`config.mk`:
```
export PLATFORM = sky130hd
export DESIGN_NAME = mc_main_control_flat
export DESIGN_NICKNAME = d
export VERILOG_FILES = /design/src/rtl/mc_main_control_pkg.sv /design/src/rtl/mc_main_control_if.sv /design/src/rtl/mc_opcode_decode.sv /design/src/rtl/mc_main_control.sv /design/src/flat_wrapper.sv
export SDC_FILE = /design/constraint.sdc
export NUM_CORES = 1
export LEC_CHECK = 0
export ABC_CLOCK_PERIOD_IN_PS = 2800
export CORE_UTILIZATION = 44
export CTS_BUF_LIST = sky130_fd_sc_hd__clkbuf_16
export CTS_CLUSTER_DIAMETER = 60
export DETAILED_ROUTE_END_ITERATION = 10
export HOLD_SLACK_MARGIN = 0.03
export PLACE_DENSITY = 0.83
export SYNTH_ARGS = -nofsm -noshare
export SYNTH_HDL_FRONTEND = slang
export SYNTH_SLANG_ARGS = --single-unit
```
`constraint.sdc`:
```
create_clock -name clk -period 2.8 [get_ports clk]
set_clock_uncertainty 0.1 [all_clocks]
set_input_delay 0.28 -clock clk [delete_from_list [all_inputs] [get_ports clk]]
set_output_delay 0.28 -clock clk [all_outputs]
set_load 0.03 [all_outputs]
```
`src/rtl/mc_main_control_pkg.sv`:
```
// Shared constants for the multicycle MIPS main control: aluop codes,
// opcodes, FSM state encoding and the decoded opcode class bundle.
`ifndef MC_ALUOP_CMDS
`define MC_ALUOP_CMDS
`define ALUOp_CMD_ADD   3'b000
`define ALUOp_CMD_SUB   3'b001
`define ALUOp_CMD_RTYPE 3'b010
`endif

package mc_main_control_pkg;

  localparam int OPCODE_W = 6;
  localparam int ALUOP_W  = 3;
  localparam int STATE_W  = 4;

  localparam logic [ALUOP_W-1:0] ALUOP_ADD   = `ALUOp_CMD_ADD;
  localparam logic [ALUOP_W-1:0] ALUOP_SUB   = `ALUOp_CMD_SUB;
  localparam logic [ALUOP_W-1:0] ALUOP_RTYPE = `ALUOp_CMD_RTYPE;

  localparam logic [OPCODE_W-1:0] OP_RTYPE = 6'b000000;
  localparam logic [OPCODE_W-1:0] OP_LW    = 6'b100011;
  localparam logic [OPCODE_W-1:0] OP_SW    = 6'b101011;
  localparam logic [OPCODE_W-1:0] OP_BEQ   = 6'b000100;
  localparam logic [OPCODE_W-1:0] OP_BNE   = 6'b000101;
  localparam logic [OPCODE_W-1:0] OP_ADDI  = 6'b001000;
  localparam logic [OPCODE_W-1:0] OP_J     = 6'b000010;

  typedef enum logic [STATE_W-1:0] {
    S_FETCH,
    S_DECODE,
    S_MEM_ADDR,
    S_MEM_READ,
    S_MEM_WB,
    S_MEM_WRITE,
    S_R_EXEC,
    S_R_WB,
    S_ADDI_EXEC,
    S_ADDI_WB,
    S_BRANCH,
    S_BRANCH_NE,
    S_JUMP,
    S_HALT
  } state_t;

  typedef struct packed {
    logic rtype;
    logic load;
    logic store;
    logic branch;
    logic bne;
    logic addi;
    logic jump;
    logic illegal;
  } op_class_t;

endpackage

```
`src/rtl/mc_main_control_if.sv`:
```
// Control bus between main control (master) and datapath (slave):
// opcode/mem_ready in, enables, mux selects, aluop and halted out.
// branch_ne exists only when MC_CTRL_BNE_EN is defined.
interface mc_main_control_if;
  import mc_main_control_pkg::*;

  logic [OPCODE_W-1:0] opcode;
  logic                mem_ready;
  logic [ALUOP_W-1:0]  aluop;
  logic                pc_write;
  logic                pc_write_cond;
  logic                i_or_d;
  logic                mem_read;
  logic                mem_write;
  logic                ir_write;
  logic                mem_to_reg;
  logic                reg_dst;
  logic                reg_write;
  logic                alu_src_a;
  logic [1:0]          alu_src_b;
  logic [1:0]          pc_source;
  logic                halted;
`ifdef MC_CTRL_BNE_EN
  logic                branch_ne;
`endif

  modport master (
    input  opcode, mem_ready,
    output aluop, pc_write, pc_write_cond,
    output i_or_d, mem_read, mem_write,
    output ir_write, mem_to_reg, reg_dst,
    output reg_write, alu_src_a, alu_src_b,
    output pc_source, halted
`ifdef MC_CTRL_BNE_EN
    , output branch_ne
`endif
  );

  modport slave (
    output opcode, mem_ready,
    input  aluop, pc_write, pc_write_cond,
    input  i_or_d, mem_read, mem_write,
    input  ir_write, mem_to_reg, reg_dst,
    input  reg_write, alu_src_a, alu_src_b,
    input  pc_source, halted
`ifdef MC_CTRL_BNE_EN
    , input branch_ne
`endif
  );

endinterface

```
`src/rtl/mc_opcode_decode.sv`:
```
// Combinational opcode -> one-hot instruction class.
// Ports: opcode in, cls out (exactly one bit set). bne legal only with MC_CTRL_BNE_EN.
module mc_opcode_decode
  import mc_main_control_pkg::*;
(
  input  logic [OPCODE_W-1:0] opcode,
  output op_class_t           cls
);

  always_comb begin
    cls = '0;
    case (opcode)
      OP_RTYPE: cls.rtype  = 1'b1;
      OP_LW:    cls.load   = 1'b1;
      OP_SW:    cls.store  = 1'b1;
      OP_BEQ:   cls.branch = 1'b1;
`ifdef MC_CTRL_BNE_EN
      OP_BNE:   cls.bne    = 1'b1;
`endif
      OP_ADDI:  cls.addi   = 1'b1;
      OP_J:     cls.jump   = 1'b1;
      default:  cls.illegal = 1'b1;
    endcase
  end

endmodule

```
`src/rtl/mc_main_control.sv`:
```
// Multicycle MIPS main control FSM (FETCH/DECODE/EXEC/MEM/WB).
// Ports: clk, rst_n (async low), bus (master modport). Option: MC_CTRL_BNE_EN.
module mc_main_control
  import mc_main_control_pkg::*;
(
  input  logic               clk,
  input  logic               rst_n,
  mc_main_control_if.master  bus
);

  state_t    state;
  state_t    state_nx;
  op_class_t cls;

  mc_opcode_decode u_dec (
    .opcode (bus.opcode),
    .cls    (cls)
  );

  always_ff @(posedge clk or negedge rst_n) begin
    if (!rst_n) state <= S_FETCH;
    else        state <= state_nx;
  end

  always_comb begin
    state_nx = state;
    unique case (state)
      S_FETCH:     if (bus.mem_ready) state_nx = S_DECODE;
      S_DECODE: begin
        unique case (1'b1)
          cls.load,
          cls.store:   state_nx = S_MEM_ADDR;
          cls.rtype:   state_nx = S_R_EXEC;
          cls.branch:  state_nx = S_BRANCH;
`ifdef MC_CTRL_BNE_EN
          cls.bne:     state_nx = S_BRANCH_NE;
`else
          cls.bne:     state_nx = S_HALT;
`endif
          cls.addi:    state_nx = S_ADDI_EXEC;
          cls.jump:    state_nx = S_JUMP;
          cls.illegal: state_nx = S_HALT;
          default:     state_nx = S_HALT;
        endcase
      end
      S_MEM_ADDR:  state_nx = cls.load ? S_MEM_READ : S_MEM_WRITE;
      S_MEM_READ:  if (bus.mem_ready) state_nx = S_MEM_WB;
      S_MEM_WRITE: if (bus.mem_ready) state_nx = S_FETCH;
      S_R_EXEC:    state_nx = S_R_WB;
      S_ADDI_EXEC: state_nx = S_ADDI_WB;
      S_HALT:      state_nx = S_HALT;
      default:     state_nx = S_FETCH;
    endcase
  end

  // Outputs are forced idle while rst_n is low, even though the
  // state register already reads FETCH during reset.
  always_comb begin
    bus.aluop         = ALUOP_ADD;
    bus.pc_write      = 1'b0;
    bus.pc_write_cond = 1'b0;
    bus.i_or_d        = 1'b0;
    bus.mem_read      = 1'b0;
    bus.mem_write     = 1'b0;
    bus.ir_write      = 1'b0;
    bus.mem_to_reg    = 1'b0;
    bus.reg_dst       = 1'b0;
    bus.reg_write     = 1'b0;
    bus.alu_src_a     = 1'b0;
    bus.alu_src_b     = 2'b00;
    bus.pc_source     = 2'b00;
    bus.halted        = 1'b0;
`ifdef MC_CTRL_BNE_EN
    bus.branch_ne     = 1'b0;
`endif
    if (rst_n) begin
      unique case (state)
        S_FETCH: begin
          bus.mem_read  = 1'b1;
          bus.alu_src_b = 2'b01;
          bus.ir_write  = bus.mem_ready;
          bus.pc_write  = bus.mem_ready;
        end
        S_DECODE:    bus.alu_src_b = 2'b11;
        S_MEM_ADDR,
        S_ADDI_EXEC: begin
          bus.alu_src_a = 1'b1;
          bus.alu_src_b = 2'b10;
        end
        S_MEM_READ: begin
          bus.mem_read = 1'b1;
          bus.i_or_d   = 1'b1;
        end
        S_MEM_WB: begin
          bus.reg_write  = 1'b1;
          bus.mem_to_reg = 1'b1;
        end
        S_MEM_WRITE: begin
          bus.mem_write = 1'b1;
          bus.i_or_d    = 1'b1;
        end
        S_R_EXEC: begin
          bus.alu_src_a = 1'b1;
          bus.aluop     = ALUOP_RTYPE;
        end
        S_R_WB: begin
          bus.reg_write = 1'b1;
          bus.reg_dst   = 1'b1;
        end
        S_ADDI_WB:   bus.reg_write = 1'b1;
        S_BRANCH,
        S_BRANCH_NE: begin
          bus.alu_src_a     = 1'b1;
          bus.aluop         = ALUOP_SUB;
          bus.pc_write_cond = 1'b1;
          bus.pc_source     = 2'b01;
`ifdef MC_CTRL_BNE_EN
          bus.branch_ne     = (state == S_BRANCH_NE);
`endif
        end
        S_JUMP: begin
          bus.pc_write  = 1'b1;
          bus.pc_source = 2'b10;
        end
        S_HALT:      bus.halted = 1'b1;
        default: ;
      endcase
    end
  end

endmodule

```
`src/flat_wrapper.sv`:
```
// flat-port wrapper written by rule: the top's interface ports become plain ports
module mc_main_control_flat import mc_main_control_pkg::*;
  (clk, rst_n, bus_opcode, bus_mem_ready, bus_aluop, bus_pc_write, bus_pc_write_cond, bus_i_or_d, bus_mem_read, bus_mem_write, bus_ir_write, bus_mem_to_reg, bus_reg_dst, bus_reg_write, bus_alu_src_a, bus_alu_src_b, bus_pc_source, bus_halted);
  mc_main_control_if bus_i ();
  input  logic clk;
  input  logic rst_n;
  input wire logic [$bits(bus_i.opcode)-1:0] bus_opcode;
  input wire logic [$bits(bus_i.mem_ready)-1:0] bus_mem_ready;
  output wire logic [$bits(bus_i.aluop)-1:0] bus_aluop;
  output wire logic [$bits(bus_i.pc_write)-1:0] bus_pc_write;
  output wire logic [$bits(bus_i.pc_write_cond)-1:0] bus_pc_write_cond;
  output wire logic [$bits(bus_i.i_or_d)-1:0] bus_i_or_d;
  output wire logic [$bits(bus_i.mem_read)-1:0] bus_mem_read;
  output wire logic [$bits(bus_i.mem_write)-1:0] bus_mem_write;
  output wire logic [$bits(bus_i.ir_write)-1:0] bus_ir_write;
  output wire logic [$bits(bus_i.mem_to_reg)-1:0] bus_mem_to_reg;
  output wire logic [$bits(bus_i.reg_dst)-1:0] bus_reg_dst;
  output wire logic [$bits(bus_i.reg_write)-1:0] bus_reg_write;
  output wire logic [$bits(bus_i.alu_src_a)-1:0] bus_alu_src_a;
  output wire logic [$bits(bus_i.alu_src_b)-1:0] bus_alu_src_b;
  output wire logic [$bits(bus_i.pc_source)-1:0] bus_pc_source;
  output wire logic [$bits(bus_i.halted)-1:0] bus_halted;
  assign bus_i.opcode = bus_opcode;
  assign bus_i.mem_ready = bus_mem_ready;
  assign bus_aluop = bus_i.aluop;
  assign bus_pc_write = bus_i.pc_write;
  assign bus_pc_write_cond = bus_i.pc_write_cond;
  assign bus_i_or_d = bus_i.i_or_d;
  assign bus_mem_read = bus_i.mem_read;
  assign bus_mem_write = bus_i.mem_write;
  assign bus_ir_write = bus_i.ir_write;
  assign bus_mem_to_reg = bus_i.mem_to_reg;
  assign bus_reg_dst = bus_i.reg_dst;
  assign bus_reg_write = bus_i.reg_write;
  assign bus_alu_src_a = bus_i.alu_src_a;
  assign bus_alu_src_b = bus_i.alu_src_b;
  assign bus_pc_source = bus_i.pc_source;
  assign bus_halted = bus_i.halted;
  mc_main_control u_core (.clk(clk), .rst_n(rst_n), .bus(bus_i));
endmodule
```
* Yosys cells after proc, flatten, opt, wreduce, memory -nomap -nowiden
Cells that the tools add are included.
Word-level totals: register bits after elaboration 4, input bits 9, output and inout bits 18, logic and storage cells 72
Operators by class: equality and inequality tests 21, multiplexer cells 40, reductions and logical operators 10
Operators with widths (number):
- $pmux W4 S8 | 1
- $mux W1 | 27
- $eq A4 B4 Y1 const B | 6
- $pmux W4 S5 | 1
- $eq A4 B3 Y1 const B | 4
- $eq A6 B6 Y1 const B | 2
- $mux W4 | 3
- $reduce_or A2 Y1 | 5
- $eq A4 B2 Y1 const B | 2
- $pmux W2 S2 | 2
- $eq A6 B2 Y1 const B | 1
- $eq A6 B3 Y1 const B | 1
- $eq A6 B4 Y1 const B | 1
- $logic_not A6 Y1 | 1
- $mux W2 | 3
- $ne A2 B2 Y1 const B | 3
- $pmux W2 S3 | 1
- $reduce_or A5 Y1 | 1
- $eq A4 B1 Y1 const B | 1
- $logic_not A4 Y1 | 1
- $mux W3 | 1
- $reduce_and A3 Y1 | 1
- $reduce_or A3 Y1 | 1
- $pmux W1 S2 | 1

* Depth between registers and ports, before layout
word-level depth 5, gate-level depth with buffers 5

* Modules after synthesis
Synthesis repeated with hierarchy kept, for this count alone.
Unflattened totals: cells, all modules 97, area total of the unflattened synthesis 681.9 um2
Modules (own cells, without submodules):
- mc_main_control | instances 1, cells each 82, area an instance 573.0 um2
- mc_opcode_decode | instances 1, cells each 15, area an instance 108.9 um2

* Worst setup path before layout
Ideal clock, no wire load.
path kind flip-flop to output port, start register u_core.state[0], end output bus_pc_write, arrival time 1686 ps, path slack 734 ps, cell stages (with the launch flop) 4, buffers on the path 1, cells stage by stage dfrtp_1 buf_4 nor3_1 or2_1
Between the ends: word-level cells in the longest chain between the ends 3, elaborated cells between the ends (all ways) 4
RTL lines:
- from (decl) | RTL line mc_main_control.sv:11 | state_t state;
- from (signal assigned) | RTL line mc_main_control.sv:22 | else state <= state_nx;
- $eq A4 B4 Y1 or $logic_not A4 Y1 (tied branches) | RTL line mc_main_control.sv:77 | unique case (state)
- $pmux W1 S2 * | RTL line mc_main_control.sv:77
- $mux W1 * | RTL line mc_main_control.sv:76 | if (rst_n) begin
- to (decl) | RTL line flat_wrapper.sv:10 | output wire logic [$bits(bus_i.pc_write)-1:0] bus_pc_write;
Mark *: on every way between the ends. The rest lies on a longest branch, timed or not.

* Worst setup path in the final report
start register u_core.state[3], end output bus_pc_write
The elaborated chain is that of the path after synthesis.

==> results.txt <==
----------------------------------------------------
[Layout]
  Fillers ... 110
  Register cell area after layout ... 100 um2
  Layout cells sized above 1 ... 0.0818
  Multi-input gate area ... 465 um2
  Diode insertion count for antenna repair ... 0
  Number of flip-flops in the largest register ... 4
  Final layout net count ... 121
  Area delta synth->final ... 49.0%
  Top flop regs ... u_core.state x4
  Most flops, register ... u_core.state

[Setup path]
  Reg-to-reg setup timing slack ... 1.15 ns
  Worst Path Class, Setup ... register to primary output
  Worst Path Required ... 2.42 ns
  Crit end category ... primary output
  Critical Path AT ... 2.22 ns
  Crit path launch type ... register
  Largest fanout of any net on the critical path ... 14

[Synthesis]
  Post-synthesis register bit count ... 4
  Number of warnings issued by yosys ... 0
  Number of enable-type register cells in the synthesized netlist ... 0
  Async SR Flop Fraction ... 1.00
  Average instance area after synthesis ... 7.05 um2
  Commonest register cell after synthesis ... sky130_fd_sc_hd__dfrtp_1
  Synthesized net count ... 97
  Sequential-to-total area share from yosys stat ... 0.161
  Number of distinct standard cells referenced by the synthesized netlist ... 36
  Number of instances in the synthesized netlist ... 88
  Combined area of all synthesized cells ... 621 um2

[Clock tree]
  Count of hold buffers inserted by post-cts repair ... 0
  Sink count of the clock tree ... 4
  Resized Gates After CTS ... 0
  Worst-skew pair later-pin latency ... 0.22 ns
  Clk pin slew, worst setup/hold paths ... 0.03 ns
  CTS Root Buffer Type ... sky130_fd_sc_hd__clkbuf_16
  Number of buffers created by CTS ... 3
  Post-CTS Setup Bufs ... 0
  TritonCTS clock tree ... yes
  H-Tree Level Count ... 1
  Clock Path Buffers ... 2

[Run status]
  Result of the run ... complete, no violations

[Floorplan]
  Std cell rows ... 13
  Core area ... 1300 um2
  Initial standard-cell utilization of the core ... 0.477
  Total I/O pin count ... 27
  Die width ... 39.6 um
  Area of the die ... 1560 um2
  Die span in y ... 39.6 um

[STA]
  Post-route clock period utilization ... 0.927
  Count of endpoints failing hold in the final timing report ... 0
  Crit path time final ... 2.60 ns
  Endpoints failing setup ... 0
  Fin Setup TNS ... 0 ns
  RSZ-0062 raised after global routing ... no
  Slack of the critical path ... 0.204 ns
  Final max-slew violation count ... 0
  Maximum achievable frequency ... 0.385 GHz

[Worst hold path]
  HP Class ... input port to asynchronous set/reset pin

[Routing]
  Routed wire length on met2 ... 913 um
  Vias per inst ... 5.98
  Number of nets with antenna violations after routing ... 0
  Detailed-route wire length per cell ... 14.5 um
  Met1 routed wirelength after detailed routing ... 722 um
  WL final ... 1810 um
  Routed wire length on met3 ... 152 um
  Initial DRC count ... 24
  Highest routed layer ... met4
  DR pass1 iterations ... 4
  DR vias ... 747
  Number of remaining DRC errors ... 0

[Power]
  Static Leakage ... 0.366 nW
  IR drop worst, VDD ... 551 uV
  Power Density ... 869 nW/um2

[Placement]
  Port Buffer Count ... 25
  Global placer's final weighted congestion ... 0.856
  Estimated wirelength of the detail-placed design ... 1240 um
  Worst setup slack after placement ... 0.243 ns

[Global route]
  GRT Overall Usage ... 0.259
  Largest net degree at the start of global routing ... 19
  GRT Residual Overflow ... 0
  First-pass GRT wire length ... 2820 um
  Initial antenna violation count ... 0
  Number of global-route vias before repair ... 681

[Job]
  Maximum capacitance violations ... 0

----------------------------------------------------
[cell usage in the layout (no fill, tap or decap), types with 2 or more instances in the layout]
cell,instances
sky130_fd_sc_hd__a211oi_1,2
sky130_fd_sc_hd__mux2i_1,2
sky130_fd_sc_hd__and3_1,5
sky130_fd_sc_hd__a21boi_0,2
sky130_fd_sc_hd__a21oi_1,4
sky130_fd_sc_hd__clkbuf_16,3
sky130_fd_sc_hd__nor2_1,14
sky130_fd_sc_hd__nand2b_1,2
sky130_fd_sc_hd__nand2_1,7
sky130_fd_sc_hd__clkdlybuf4s50_1,25
sky130_fd_sc_hd__o21ai_0,2
sky130_fd_sc_hd__xor2_1,2
sky130_fd_sc_hd__dfrtp_1,4
sky130_fd_sc_hd__nor3_1,7
sky130_fd_sc_hd__nor2b_1,4
sky130_fd_sc_hd__and2b_1,2
sky130_fd_sc_hd__nand3_1,3
[cell type report]
class,instances,area share
Multi-Input combinational cell,75,0.503
Timing Repair Buffer,26,0.279
Sequential cell,4,0.108
Clock buffer,3,0.0812
Tap cell,15,0.0203
Inverter,2,0.00812
[worst max-delay path, stage by stage (launching register included)]
cell and delay [ns]:
sky130_fd_sc_hd__dfrtp_1 0.52, sky130_fd_sc_hd__nor2_1 0.37, sky130_fd_sc_hd__nand2_1 0.15, sky130_fd_sc_hd__nor2_1 0.17
sky130_fd_sc_hd__or2_1 0.12, sky130_fd_sc_hd__clkdlybuf4s50_1 0.66
[stage by stage]
stage | power, mW | hold slack (ns) | cells | cell area, um2 | util
6_report | 0.804 | 0.269 | 125 | 925 | 0.711
5_1_grt | 0.856 | 0.295 | 125 | 925 | 0.711
4_1_cts | 0.800 | 0.274 | 125 | 925 | 0.711
3_5_place_dp | 0.573 | 0.501 | 122 | 850 | 0.653
3_3_place_gp | 0.565 | 0.489 | 122 | 850 | 0.653
2_1_floorplan | 0.457 | -0.116 | 88 | 621 | -
[metal layers]
layer / global-route usage / vias up
met4: 0.0948 / 0
met3: 0.0568 / 4
li1: - / 360
met1: 0.332 / 333
met2: 0.414 / 50
met5: 0 / -
[where the power goes]
part / internal, mW / switching, mW / total, mW
clock network: 0.182 / 0.0390 / 0.221
registers: 0.0777 / 0.0717 / 0.149
logic: 0.185 / 0.248 / 0.433
[kinds of logic (layout without fill, tap and decap cells)]
logic type | after synthesis | in the layout | synth area share
AO/OA/AOI/OAI | 21 | 21 | 0.258
XOR/XNOR | 2 | 2 | 0.0282
buffers and inverters | 9 | 31 | 0.0887
flip-flops | 4 | 4 | 0.161
multiplexers | 2 | 2 | 0.0323
other | 1 | 1 | 0.00604
AND/OR/NAND/NOR | 49 | 49 | 0.425
[final timing paths]
check                                              endpoint  cells past startpoint                        start
max in group asynchronous       u_core.state[0]$_DFFE_PN0P_                      1                        rst_n
min in group clk                u_core.state[3]$_DFFE_PN0P_                      1  u_core.state[2]$_DFFE_PN0P_
worst min register to register  u_core.state[3]$_DFFE_PN0P_                      1  u_core.state[2]$_DFFE_PN0P_
worst max-delay path                           bus_pc_write                      5  u_core.state[3]$_DFFE_PN0P_
worst max register to register  u_core.state[2]$_DFFE_PN0P_                      4  u_core.state[0]$_DFFE_PN0P_
worst min-delay path            u_core.state[3]$_DFFE_PN0P_                      1                        rst_n
[synthesized netlist by cell type (2+ instances only)]
| library cell | count | area [um2] |
|---|---|---|
| sky130_fd_sc_hd__a211oi_1 | 2 | 15.0 |
| sky130_fd_sc_hd__a21boi_0 | 2 | 15.0 |
| sky130_fd_sc_hd__a21oi_1 | 4 | 20.0 |
| sky130_fd_sc_hd__and2b_1 | 2 | 15.0 |
| sky130_fd_sc_hd__and3_1 | 5 | 31.3 |
| sky130_fd_sc_hd__buf_2 | 2 | 10.0 |
| sky130_fd_sc_hd__buf_4 | 5 | 37.5 |
| sky130_fd_sc_hd__dfrtp_1 | 4 | 100 |
| sky130_fd_sc_hd__mux2i_1 | 2 | 20.0 |
| sky130_fd_sc_hd__nand2_1 | 7 | 26.3 |
| sky130_fd_sc_hd__nand2b_1 | 2 | 12.5 |
| sky130_fd_sc_hd__nand3_1 | 3 | 15.0 |
| sky130_fd_sc_hd__nor2_1 | 14 | 52.6 |
| sky130_fd_sc_hd__nor2b_1 | 4 | 25.0 |
| sky130_fd_sc_hd__nor3_1 | 7 | 35.0 |
| sky130_fd_sc_hd__o21ai_0 | 2 | 10.0 |
| sky130_fd_sc_hd__xor2_1 | 2 | 17.5 |
No activity file was read; power rests on OpenSTA's default activity.
